## src/rtl/mfa_pkg.sv

```systemverilog
// Shared types for the MFA datapath: symbol width, symbol type and the
// feeder control-state encoding.
package mfa_pkg;
    localparam int SYM_W = 2;

    typedef logic [SYM_W-1:0] sym_t;

    typedef enum logic [1:0] {
        IDLE,
        RUN,
        DONE
    } state_t;
endpackage

```

## src/rtl/seq_symbol_feeder_if.sv

```systemverilog
// Word-in / symbol-out handshake bundle of the symbol feeder.
// master = the environment (word source, symbol sink); slave = the feeder.
interface seq_symbol_feeder_if #(
    parameter int WORD_W = 32
);
    import mfa_pkg::*;

    logic [WORD_W-1:0] word_data;
    logic              word_valid;
    logic              word_ready;
    sym_t              symbol;
    logic              sym_valid;
    logic              sym_ready;
    logic              last;

    modport master (
        output word_data, word_valid, sym_ready,
        input  word_ready, symbol, sym_valid, last
    );

    modport slave (
        input  word_data, word_valid, sym_ready,
        output word_ready, symbol, sym_valid, last
    );
endinterface

```

## src/rtl/sym_word_fifo.sv

```systemverilog
// Small synchronous word FIFO with registered full/empty and occupancy count.
// The head word is read straight from storage; there is no fall-through path.
module sym_word_fifo #(
    parameter int WORD_W = 32,
    parameter int DEPTH  = 4
) (
    input  logic                       CLK,
    input  logic                       RST,
    input  logic                       push,
    input  logic [WORD_W-1:0]          push_data,
    input  logic                       pop,
    output logic [WORD_W-1:0]          head,
    output logic                       full,
    output logic                       empty,
    output logic [$clog2(DEPTH):0]     count
);
    localparam int AW = $clog2(DEPTH);
    localparam int CW = AW + 1;

    logic [WORD_W-1:0] mem_q [DEPTH];
    logic [AW-1:0]     wr_ptr_q, wr_ptr_d;
    logic [AW-1:0]     rd_ptr_q, rd_ptr_d;
    logic [CW-1:0]     count_q, count_d;
    logic              do_push, do_pop;

    assign full    = (count_q == CW'(DEPTH));
    assign empty   = (count_q == '0);
    assign count   = count_q;
    assign head    = mem_q[rd_ptr_q];
    assign do_push = push && !full;
    assign do_pop  = pop && !empty;

    always_comb begin
        wr_ptr_d = wr_ptr_q;
        rd_ptr_d = rd_ptr_q;
        if (do_push) wr_ptr_d = wr_ptr_q + AW'(1);
        if (do_pop)  rd_ptr_d = rd_ptr_q + AW'(1);
        count_d = count_q + CW'(do_push) - CW'(do_pop);
    end

    always_ff @(posedge CLK or negedge RST) begin
        if (!RST) begin
            wr_ptr_q <= '0;
            rd_ptr_q <= '0;
            count_q  <= '0;
        end else begin
            wr_ptr_q <= wr_ptr_d;
            rd_ptr_q <= rd_ptr_d;
            count_q  <= count_d;
        end
    end

    // storage carries data only, so it is left out of reset
    always_ff @(posedge CLK) begin
        if (do_push) mem_q[wr_ptr_q] <= push_data;
    end
endmodule

```

## src/rtl/seq_symbol_feeder.sv

```systemverilog
// Sequence feeder: buffers packed 2-bit-per-base words and emits one symbol per
// handshake, LSB-first, requesting exactly the words the sequence length needs.
module seq_symbol_feeder
    import mfa_pkg::*;
#(
    parameter int WORD_W = 32,
    parameter int DEPTH  = 4,
    parameter int LEN_W  = 16
) (
    input  logic                 CLK,
    input  logic                 RST,
    input  logic                 start,
    input  logic [LEN_W-1:0]     seq_len,
    seq_symbol_feeder_if.slave   bus,
    output logic                 busy,
    output logic                 done
);
    localparam int SPW   = WORD_W / SYM_W;
    localparam int IDX_W = (SPW > 1) ? $clog2(SPW) : 1;
    localparam int LW1   = LEN_W + 1;

    state_t             state_q, state_d;
    logic [LEN_W-1:0]   len_q, len_d;
    logic [LEN_W-1:0]   need_q, need_d;
    logic [LEN_W-1:0]   wacc_q, wacc_d;
    logic [LEN_W-1:0]   scnt_q, scnt_d;
    logic [IDX_W-1:0]   idx_q, idx_d;

    logic [LW1-1:0]     len_round;
    logic [LEN_W-1:0]   need_calc;
    logic               run;
    logic               fifo_push, fifo_pop;
    logic [WORD_W-1:0]  fifo_head;
    logic               fifo_full, fifo_empty;
    logic [$clog2(DEPTH):0] fifo_count;
    logic               sym_hs, is_final, word_end;

    // one extra bit so that seq_len = 2^LEN_W-1 rounds up without wrapping
    assign len_round = {1'b0, seq_len} + LW1'(SPW - 1);
    assign need_calc = LEN_W'(len_round / LW1'(SPW));

    assign run      = (state_q == RUN);
    assign is_final = (scnt_q == (len_q - LEN_W'(1)));
    assign word_end = (idx_q == IDX_W'(SPW - 1));

    assign bus.word_ready = run && !fifo_full && (wacc_q < need_q);
    assign bus.sym_valid  = run && !fifo_empty;
    assign bus.symbol     = bus.sym_valid ? sym_t'(fifo_head[{idx_q, 1'b0} +: SYM_W]) : '0;
    assign bus.last       = bus.sym_valid && is_final;
    assign busy           = run;
    assign done           = (state_q == DONE);

    assign fifo_push = bus.word_valid && bus.word_ready;
    assign sym_hs    = bus.sym_valid && bus.sym_ready;
    // leftover upper symbols of the final word are dropped by popping early
    assign fifo_pop  = sym_hs && (word_end || is_final);

    sym_word_fifo #(
        .WORD_W (WORD_W),
        .DEPTH  (DEPTH)
    ) u_fifo (
        .CLK       (CLK),
        .RST       (RST),
        .push      (fifo_push),
        .push_data (bus.word_data),
        .pop       (fifo_pop),
        .head      (fifo_head),
        .full      (fifo_full),
        .empty     (fifo_empty),
        .count     (fifo_count)
    );

    always_comb begin
        state_d = state_q;
        len_d   = len_q;
        need_d  = need_q;
        wacc_d  = wacc_q;
        scnt_d  = scnt_q;
        idx_d   = idx_q;
        unique case (state_q)
            IDLE: begin
                if (start) begin
                    len_d   = seq_len;
                    need_d  = need_calc;
                    wacc_d  = '0;
                    scnt_d  = '0;
                    idx_d   = '0;
                    state_d = (seq_len == '0) ? DONE : RUN;
                end
            end
            RUN: begin
                if (fifo_push) wacc_d = wacc_q + LEN_W'(1);
                if (sym_hs) begin
                    scnt_d = scnt_q + LEN_W'(1);
                    idx_d  = fifo_pop ? '0 : idx_q + IDX_W'(1);
                    if (is_final) state_d = DONE;
                end
            end
            DONE:    state_d = IDLE;
            default: state_d = IDLE;
        endcase
    end

    always_ff @(posedge CLK or negedge RST) begin
        if (!RST) begin
            state_q <= IDLE;
            len_q   <= '0;
            need_q  <= '0;
            wacc_q  <= '0;
            scnt_q  <= '0;
            idx_q   <= '0;
        end else begin
            state_q <= state_d;
            len_q   <= len_d;
            need_q  <= need_d;
            wacc_q  <= wacc_d;
            scnt_q  <= scnt_d;
            idx_q   <= idx_d;
        end
    end
endmodule

```

## src/flat_wrapper.sv

```systemverilog
// flat-port wrapper written by rule: the top's interface ports become plain ports
module seq_symbol_feeder_flat import mfa_pkg::*;
#(
    parameter int WORD_W = 32,
    parameter int DEPTH  = 4,
    parameter int LEN_W  = 16
)
  (CLK, RST, start, seq_len, busy, done, bus_word_data, bus_word_valid, bus_sym_ready, bus_word_ready, bus_symbol, bus_sym_valid, bus_last);
  seq_symbol_feeder_if #(.WORD_W(WORD_W)) bus_i ();
  input  logic CLK;
  input  logic RST;
  input  logic start;
  input  logic [LEN_W-1:0] seq_len;
  output logic busy;
  output logic done;
  input wire logic [$bits(bus_i.word_data)-1:0] bus_word_data;
  input wire logic [$bits(bus_i.word_valid)-1:0] bus_word_valid;
  input wire logic [$bits(bus_i.sym_ready)-1:0] bus_sym_ready;
  output wire logic [$bits(bus_i.word_ready)-1:0] bus_word_ready;
  output wire logic [$bits(bus_i.symbol)-1:0] bus_symbol;
  output wire logic [$bits(bus_i.sym_valid)-1:0] bus_sym_valid;
  output wire logic [$bits(bus_i.last)-1:0] bus_last;
  assign bus_i.word_data = bus_word_data;
  assign bus_i.word_valid = bus_word_valid;
  assign bus_i.sym_ready = bus_sym_ready;
  assign bus_word_ready = bus_i.word_ready;
  assign bus_symbol = bus_i.symbol;
  assign bus_sym_valid = bus_i.sym_valid;
  assign bus_last = bus_i.last;
  seq_symbol_feeder #(.WORD_W(WORD_W), .DEPTH(DEPTH), .LEN_W(LEN_W)) u_core (.CLK(CLK), .RST(RST), .start(start), .seq_len(seq_len), .bus(bus_i), .busy(busy), .done(done));
endmodule
```

## config.mk

```make
export PLATFORM = sky130hd
export DESIGN_NAME = seq_symbol_feeder_flat
export DESIGN_NICKNAME = d
export VERILOG_FILES = /design/src/rtl/mfa_pkg.sv /design/src/rtl/seq_symbol_feeder_if.sv /design/src/rtl/sym_word_fifo.sv /design/src/rtl/seq_symbol_feeder.sv /design/src/flat_wrapper.sv
export SDC_FILE = /design/constraint.sdc
export NUM_CORES = 1
export LEC_CHECK = 0
export CORE_UTILIZATION = 35
export DETAILED_ROUTE_END_ITERATION = 8
export PLACE_DENSITY = 0.61
export SYNTH_ARGS = -nofsm -noshare
export SYNTH_HDL_FRONTEND = slang
export SYNTH_SLANG_ARGS = --single-unit
```

## constraint.sdc

```tcl
create_clock -name CLK -period 3.65 [get_ports CLK]
set_input_delay 0.365 -clock CLK [delete_from_list [all_inputs] [get_ports CLK]]
set_output_delay 0.365 -clock CLK [all_outputs]
set_load 0.005 [all_outputs]
```

* Yosys cells after proc, flatten, opt, wreduce, memory -nomap -nowiden
Memories as Yosys holds them, arrays and structs flattened. Index checks and enable logic that the tools add are counted.
Word-level totals: flip-flop bits (word level) 74, latch bits 0, memory bits (writable) 128, ROM bits 0, input port bits 53, output and inout port bits 7, memories kept 1
Memories:
- u_core.u_fifo.mem_q | depth 4, width 32, rd ports 1, clocked after memory_dff 0, write ports 1, line sym_word_fifo.sv:20 | logic [WORD_W-1:0] mem_q [DEPTH];
Cells by class: $add $sub $neg 9, $mul 0, div/mod/pow operators 0, order comparisons 1, equal/unequal tests 9, shifts and indexed selects 1, muxes and demuxes 17, bitwise gates (word level) 0, reductions and logical operators 20
Operator list (number):
- $pmux W16 S2 | 2
- $mux W16 | 3
- $add A16 B1 Y16 const B | 2
- $shiftx A32 B6 Y2 | 1
- $add A16 B4 Y17 const B | 1
- $eq A16 B16 Y1 | 1
- $logic_not A16 Y1 | 1
- $lt A16 B13 Y1 | 1
- $sub A16 B1 Y16 const B | 1
- $mux W4 | 3
- $mux W2 | 5
- $logic_and A1 B1 Y1 | 9
- $reduce_and A3 Y1 | 3
- $ne A2 B2 Y1 const B | 4
- $pmux W4 S2 | 1
- $add A2 B1 Y2 const B | 2
- $add A4 B1 Y4 const B | 1
- $eq A4 B4 Y1 const B | 1
- $pmux W2 S2 | 1
- $add A3 B1 Y3 | 1
- $eq A3 B3 Y1 const B | 1
- $logic_not A3 Y1 | 1
- $sub A3 B1 Y3 | 1
- $eq A2 B1 Y1 const B | 1
- other kinds (7) | 9

* Logic depth before layout (Yosys ltp)
depth in word-level cells 8, depth in mapped cells 14

* Cells and area by module
A second synthesis with hierarchy kept.
Unflattened totals: cell total of the unflattened synthesis 686, area, all modules 9352.7 µm²
By module, submodules not included:
- sym_word_fifo | times used 1, cells each 210, area each 5129.9 µm²
- seq_symbol_feeder | times used 1, cells each 476, area each 4222.8 µm²

* Worst setup path before layout
OpenSTA, ideal clock, no wires.
path kind register to register, start register u_core.len_q[0], end register u_core.u_fifo.count_q[1], in the netlist u_core.u_fifo.count[1], setup time 135 ps, arrival time 3294 ps, data required time 3515 ps, slack 221 ps, cell stages (with the launch flop) 14, cells stage by stage dfrtp_1 -> inv_1 -> ha_1 -> nor2b_1 -> nand4b_4 -> nor4_1 -> a211oi_1 -> or4_1 -> or3_4 -> o21ai_4 -> ha_1 -> inv_1 -> ha_1 -> fa_1
On the way: word-level cells in the longest chain between the ends 6
RTL lines:
- start: declaration | line seq_symbol_feeder.sv:23 | logic [LEN_W-1:0] len_q, len_d;
- start signal: assignment | line seq_symbol_feeder.sv:114 | len_q <= len_d;
- $sub A16 B1 Y16 | line seq_symbol_feeder.sv:43 | assign is_final = (scnt_q == (len_q - LEN_W'(1)));
- $eq A16 B16 Y1 | line seq_symbol_feeder.sv:43
- $logic_or A1 B1 Y1 | line seq_symbol_feeder.sv:56 | assign fifo_pop = sym_hs && (word_end || is_final);
- $logic_and A1 B1 Y1 | line seq_symbol_feeder.sv:56
- $logic_and A1 B1 Y1 | line sym_word_fifo.sv:31 | assign do_pop = pop && !empty;
- net u_core.u_fifo.do_pop | line sym_word_fifo.sv:24 | logic do_push, do_pop;
- $sub A3 B1 Y3 | line sym_word_fifo.sv:38 | count_d = count_q + CW'(do_push) - CW'(do_pop);
- net u_core.u_fifo.count_d[1] | line sym_word_fifo.sv:23 | logic [CW-1:0] count_q, count_d;
- end signal: assignment | line sym_word_fifo.sv:49 | count_q <= count_d;
- end: declaration | line sym_word_fifo.sv:23
The timed path passes the listed nets, and every way through them passes these cells. A chain may end at the register's enable or synchronous reset.

* Final worst setup path
start register u_core.u_fifo.rd_ptr_q[0], end output port bus_symbol[1]
On the way: word-level cells in the longest chain between the ends 3
RTL lines:
- start: declaration | line sym_word_fifo.sv:22 | logic [AW-1:0] rd_ptr_q, rd_ptr_d;
- start signal: assignment | line sym_word_fifo.sv:48 | rd_ptr_q <= rd_ptr_d;
- $mem_v2 Z4 W32
- $shiftx A32 B6 Y2 | line seq_symbol_feeder.sv:48 | assign bus.symbol = bus.sym_valid ? sym_t'(fifo_head[{idx_q, 1'b0} +: SYM_W]) : '0;
- $mux W2 | line seq_symbol_feeder.sv:48
- end: declaration | line flat_wrapper.sv:20 | output wire logic [$bits(bus_i.symbol)-1:0] bus_symbol;
No other way between the ends.

==> flow_metrics.py <==
metrics = {
    "yosys": {
        "synth_compound_area_frac": 0.0462,
        "synth-warning-count": 0,
        "synth_edf_count": 128,
        "synthXorXnorAreaFrac": 0.0566,
        "synth_sequential_area_ratio": 0.615,
        "synth_cell_type_count": 55,
        "synthArstFlopShare": 0.366,
        "netlist.area_leader.share": 0.415,
        "yosys.area.top_type": "sky130_fd_sc_hd__edfxtp_1",
        "synth_cells": 673,
        "postSynth.topFlopCell": "sky130_fd_sc_hd__edfxtp_1",
        "syn_area_per_cell_um2": 13.8,
        "cell_types_occupying_the_most_area_after_synthesis": "sky130_fd_sc_hd__edfxtp_1 41%, sky130_fd_sc_hd__dfrtp_1 20%, sky130_fd_sc_hd__mux4_2 10%, sky130_fd_sc_hd__nand2_1 3.4%, sky130_fd_sc_hd__xor2_1 3.2%",
        "netlist_area_um2": 9260,
        "yosys.area_share.adder": 0.0319,
        "yosys-mux-area-fraction": 0.107,
        "post_synth_and_or_nand_nor_area_fraction": 0.122,
        "post_synthesis_net_count": 749,
        "synth.ff_latch_count": 202,
        "synth_top_family_by_area": "simple AND/OR/NAND/NOR gates",
    },
    "pwr": {
        "share_comb_of_total_power": 0.346,
        "power.share.switching": 0.320,
        "p_seq_frac": 0.402,
        "switching_power_mw": 2.76,
        "peak_supply_drop_mv": 0.415,
        "leakagePower_nw": 4.27,
        "power.share.clock": 0.251,
        "p_int_mw": 5.87,
        "post-layout-total-power_mw": 8.63,
        "power-per-cell-area_nw_per_um2": 762,
    },
    "routing": {
        "topRoutingLayerUsed": "met4",
        "wl_per_cell_um": 17.5,
        "wl_met2_mm": 9.18,
        "detailedRoute.firstPassIterationCount": 4,
        "1st_iter_drt_viols": 415,
        "routedLengthMet1_mm": 8.86,
        "totalWireLength_mm": 19.5,
        "routed-wl-met3_mm": 1.10,
        "count_of_unresolved_drc_violations_after_routing": 0,
        "route.detailed.vias_per_inst": 5.08,
        "detailroute.via_count": 5651,
        "route.antenna.remaining_nets": 0,
    },
    "critical_path": {
        "cp_max_fo": 7,
        "critical-path-top-cell-by-count": "sky130_fd_sc_hd__mux4_2",
        "crit_path_start": "u_core.u_fifo.rd_ptr_q[0]",
        "timing.setup.critical_path_class": "reg2out",
        "timing.critical_path.slowest_stage_cell": "sky130_fd_sc_hd__mux4_2",
        "timing.rr.start": "u_core.len_q[1]",
        "startpoint_type": "flip-flop",
        "worst_setup_path_end_kind": "output pin",
        "r2r.worst_path.cells": 12,
        "rr_endpoint": "u_core.u_fifo.count[1]",
        "reg2reg_setup_slack_ns": 0.19,
        "setup.worst_path.end": "bus_symbol[1]",
        "timing.critical_path.buf_inv": 3,
        "path_depth": 7,
        "crit_path_max_incr_delay_ns": 0.52,
        "critPathRequiredTime_ns": 3.28,
        "cp.arrival_ns": 3.19,
        "worst_path_dominant_cell_family": "multiplexers",
        "timing.critical_path.cells": "buf_12, buf_4, mux4_2, mux4_2, mux4_2, and2_4, dlygate4sd2_1",
    },
    "grt": {
        "globalRoute.totalOverflow": 0,
        "grt_antenna_before_repair": 0,
        "grt_first_pass_wirelength_mm": 30.8,
        "track_usage": 0.147,
        "grt_max_degree": 75,
        "vias_in_the_first_global_route": 5612,
    },
    "floorplan": {
        "initial_utilization": 0.356,
        "area_of_the_die_um2": 27100,
        "rows": 59,
        "boundaryPins": 60,
        "fp.dieW_um": 165,
        "die_height_um": 165,
        "area_of_the_core_um2": 26000,
    },
    "sta": {
        "max_freq_ghz": 0.281,
        "fin_crit_ns": 3.56,
        "slew_worst_pin_ns": 1.00,
        "worst_clock_skew_ns": 0.0222,
        "setup_violations": 0,
        "period_share": 0.974,
        "timing.slew.headroom": 0.330,
        "finalHoldWorstSlack_ns": 0.00968,
        "slew_viol_final": 0,
        "hold_viol_final": 0,
        "setup_ws_ns": 0.0948,
    },
    "clock_tree": {
        "tritoncts_num_sinks": 202,
        "clock_root_buffer": "sky130_fd_sc_hd__clkbuf_16",
        "htree_levels": 1,
        "cts.path.max_buffers": 3,
        "clk_pin_slew_ns": 0.06,
        "clock_tree_from_tritoncts": "done",
        "cts_hold_buf": 0,
        "worst_skew_pair.late_latency_ns": 0.52,
        "num_cts_buffers": 22,
    },
    "hold_path": {
        "worst_hold_path_type": "in2async",
    },
    "outcome": {
        "outcome": "finished clean",
    },
    "layout": {
        "register_area_um2": 5700,
        "multi_input_comb_area_um2": 3420,
        "drive_gt1_frac": 0.165,
        "nFillCells": 2372,
        "fin_nets": 837,
        "layout_common_cells": "128 x sky130_fd_sc_hd__edfxtp_1, 85 x sky130_fd_sc_hd__nand2_1, 73 x sky130_fd_sc_hd__dfrtp_1, 55 x sky130_fd_sc_hd__clkdlybuf4s50_1, 42 x sky130_fd_sc_hd__mux4_2",
        "antenna_cells_inserted": 0,
        "layout-area-overhead-vs-synth_pct": 22.2,
        "layout.cell_area.non_filler_um2": 11300,
        "final_common_cell": "sky130_fd_sc_hd__edfxtp_1",
        "layout.cells.non_filler": 1112,
    },
    "placed_design": {
        "buffer_ports.inserted": 59,
        "place.detailed.instances": 1059,
        "gp_routability_congestion": 0.837,
        "dpl_worst_slack_ns": 0.00461,
        "dpl.hpwl_mm": 12.4,
        "placedInstanceArea_um2": 10400,
    },
    "run": {
        "maxCapViolations": 0,
    },
}
through the flow:
step	TNS [ns]	util
2_1_floorplan	0	-
3_3_place_gp	0	0.400
3_5_place_dp	0	0.400
4_1_cts	-0.0512	0.431
5_1_grt	-0.0596	0.436
6_report	0	0.436
sequential cells by signal, indices dropped and copies added (netlist names):
name and count:
u_core.u_fifo.mem_q 128, u_core.len_q 16, u_core.scnt_q 16, u_core.wacc_q 16, u_core.need_q 13, u_core.idx_q 4, u_core.u_fifo.count 3, u_core.state_q 2
u_core.u_fifo.rd_ptr_q 2, u_core.u_fifo.wr_ptr_q 2
power groups by stage:
stage               Combinational (mW)  Sequential, mW  Clock [mW]
global placement                  2.77            3.48           0
finish                            2.99            3.47        2.17
CTS                               2.93            3.46        2.22
detailed placement                2.80            3.50           0
floorplan                         1.94            3.33           0
global route                      3.30            3.55        2.30
kinds of logic after synthesis:
group	Yosys count
muxes	46
DFF	202
AOI/OAI and AO/OA	66
adders and majority gates	23
buffers and inverters	52
and+or+nand+nor	225
xor gates and xnor gates	59
timing repair:
action | 4_1_cts | 5_1_grt
pin swaps | 1 | 1
buffers inserted | 3 | 8
setup endpoints to repair | 5 | 3
gates cloned | 1 | 1
resized for setup | 8 | 8
synth_stat cells, types with 2 or more instances:
master and number:
sky130_fd_sc_hd__edfxtp_1 128, sky130_fd_sc_hd__nand2_1 85, sky130_fd_sc_hd__dfrtp_1 74, sky130_fd_sc_hd__mux4_2 42, sky130_fd_sc_hd__nor2_1 36, sky130_fd_sc_hd__xor2_1 34
sky130_fd_sc_hd__o21ai_0 31, sky130_fd_sc_hd__inv_1 26, sky130_fd_sc_hd__xnor2_1 24, sky130_fd_sc_hd__ha_1 22, sky130_fd_sc_hd__clkbuf_1 21, sky130_fd_sc_hd__nand3_1 20
sky130_fd_sc_hd__and2_1 15, sky130_fd_sc_hd__nand4_1 12, sky130_fd_sc_hd__nor3_1 11, sky130_fd_sc_hd__nor4_1 10, sky130_fd_sc_hd__a21oi_1 6, sky130_fd_sc_hd__nand2b_1 6
sky130_fd_sc_hd__and3_1 5, sky130_fd_sc_hd__nor2b_1 4, sky130_fd_sc_hd__o2111ai_1 4, sky130_fd_sc_hd__or4_1 4, sky130_fd_sc_hd__a211oi_1 3, sky130_fd_sc_hd__a21o_1 3
sky130_fd_sc_hd__and4_1 3, sky130_fd_sc_hd__buf_2 3, sky130_fd_sc_hd__nand3b_1 3, sky130_fd_sc_hd__o31ai_1 3, sky130_fd_sc_hd__or3_1 3, sky130_fd_sc_hd__a31oi_1 2
sky130_fd_sc_hd__buf_1 2, sky130_fd_sc_hd__mux2_2 2, sky130_fd_sc_hd__mux2i_1 2, sky130_fd_sc_hd__nand4b_1 2, sky130_fd_sc_hd__nor3_4 2
final cells by class:
type | count | area share
well taps | 335 | 0.0370
inverters | 26 | 0.00862
repair buffers | 90 | 0.0850
clock inverters | 13 | 0.00984
clock buffers | 27 | 0.0538
multi-input cells | 419 | 0.302
flip-flops and latches | 202 | 0.503
layer usage:
metal | vias to the layer above | track usage
li1 | 2667 | -
met1 | 2821 | 0.203
met2 | 139 | 0.241
met3 | 24 | 0.0274
met4 | 0 | 0.0325
met5 | - | 0
how the worst min path moves through the flow:
| stage | start | to | slack, ns | cells after the start |
|---|---|---|---|---|
| after global placement | u_core.need_q[5] | u_core.need_q[5] | 0.47 | 2 |
| after floorplan | RST | u_core.idx_q[0] | 0.07 | 0 |
| after detailed placement | u_core.need_q[4] | u_core.need_q[4] | 0.47 | 2 |
| after CTS | RST | u_core.u_fifo.wr_ptr_q[0] | 0.03 | 1 |
| after global routing | RST | u_core.wacc_q[7] | 0.09 | 1 |
| final | RST | u_core.wacc_q[10] | 0.01 | 1 |
Note: power is estimated with default switching activity, not from simulation.
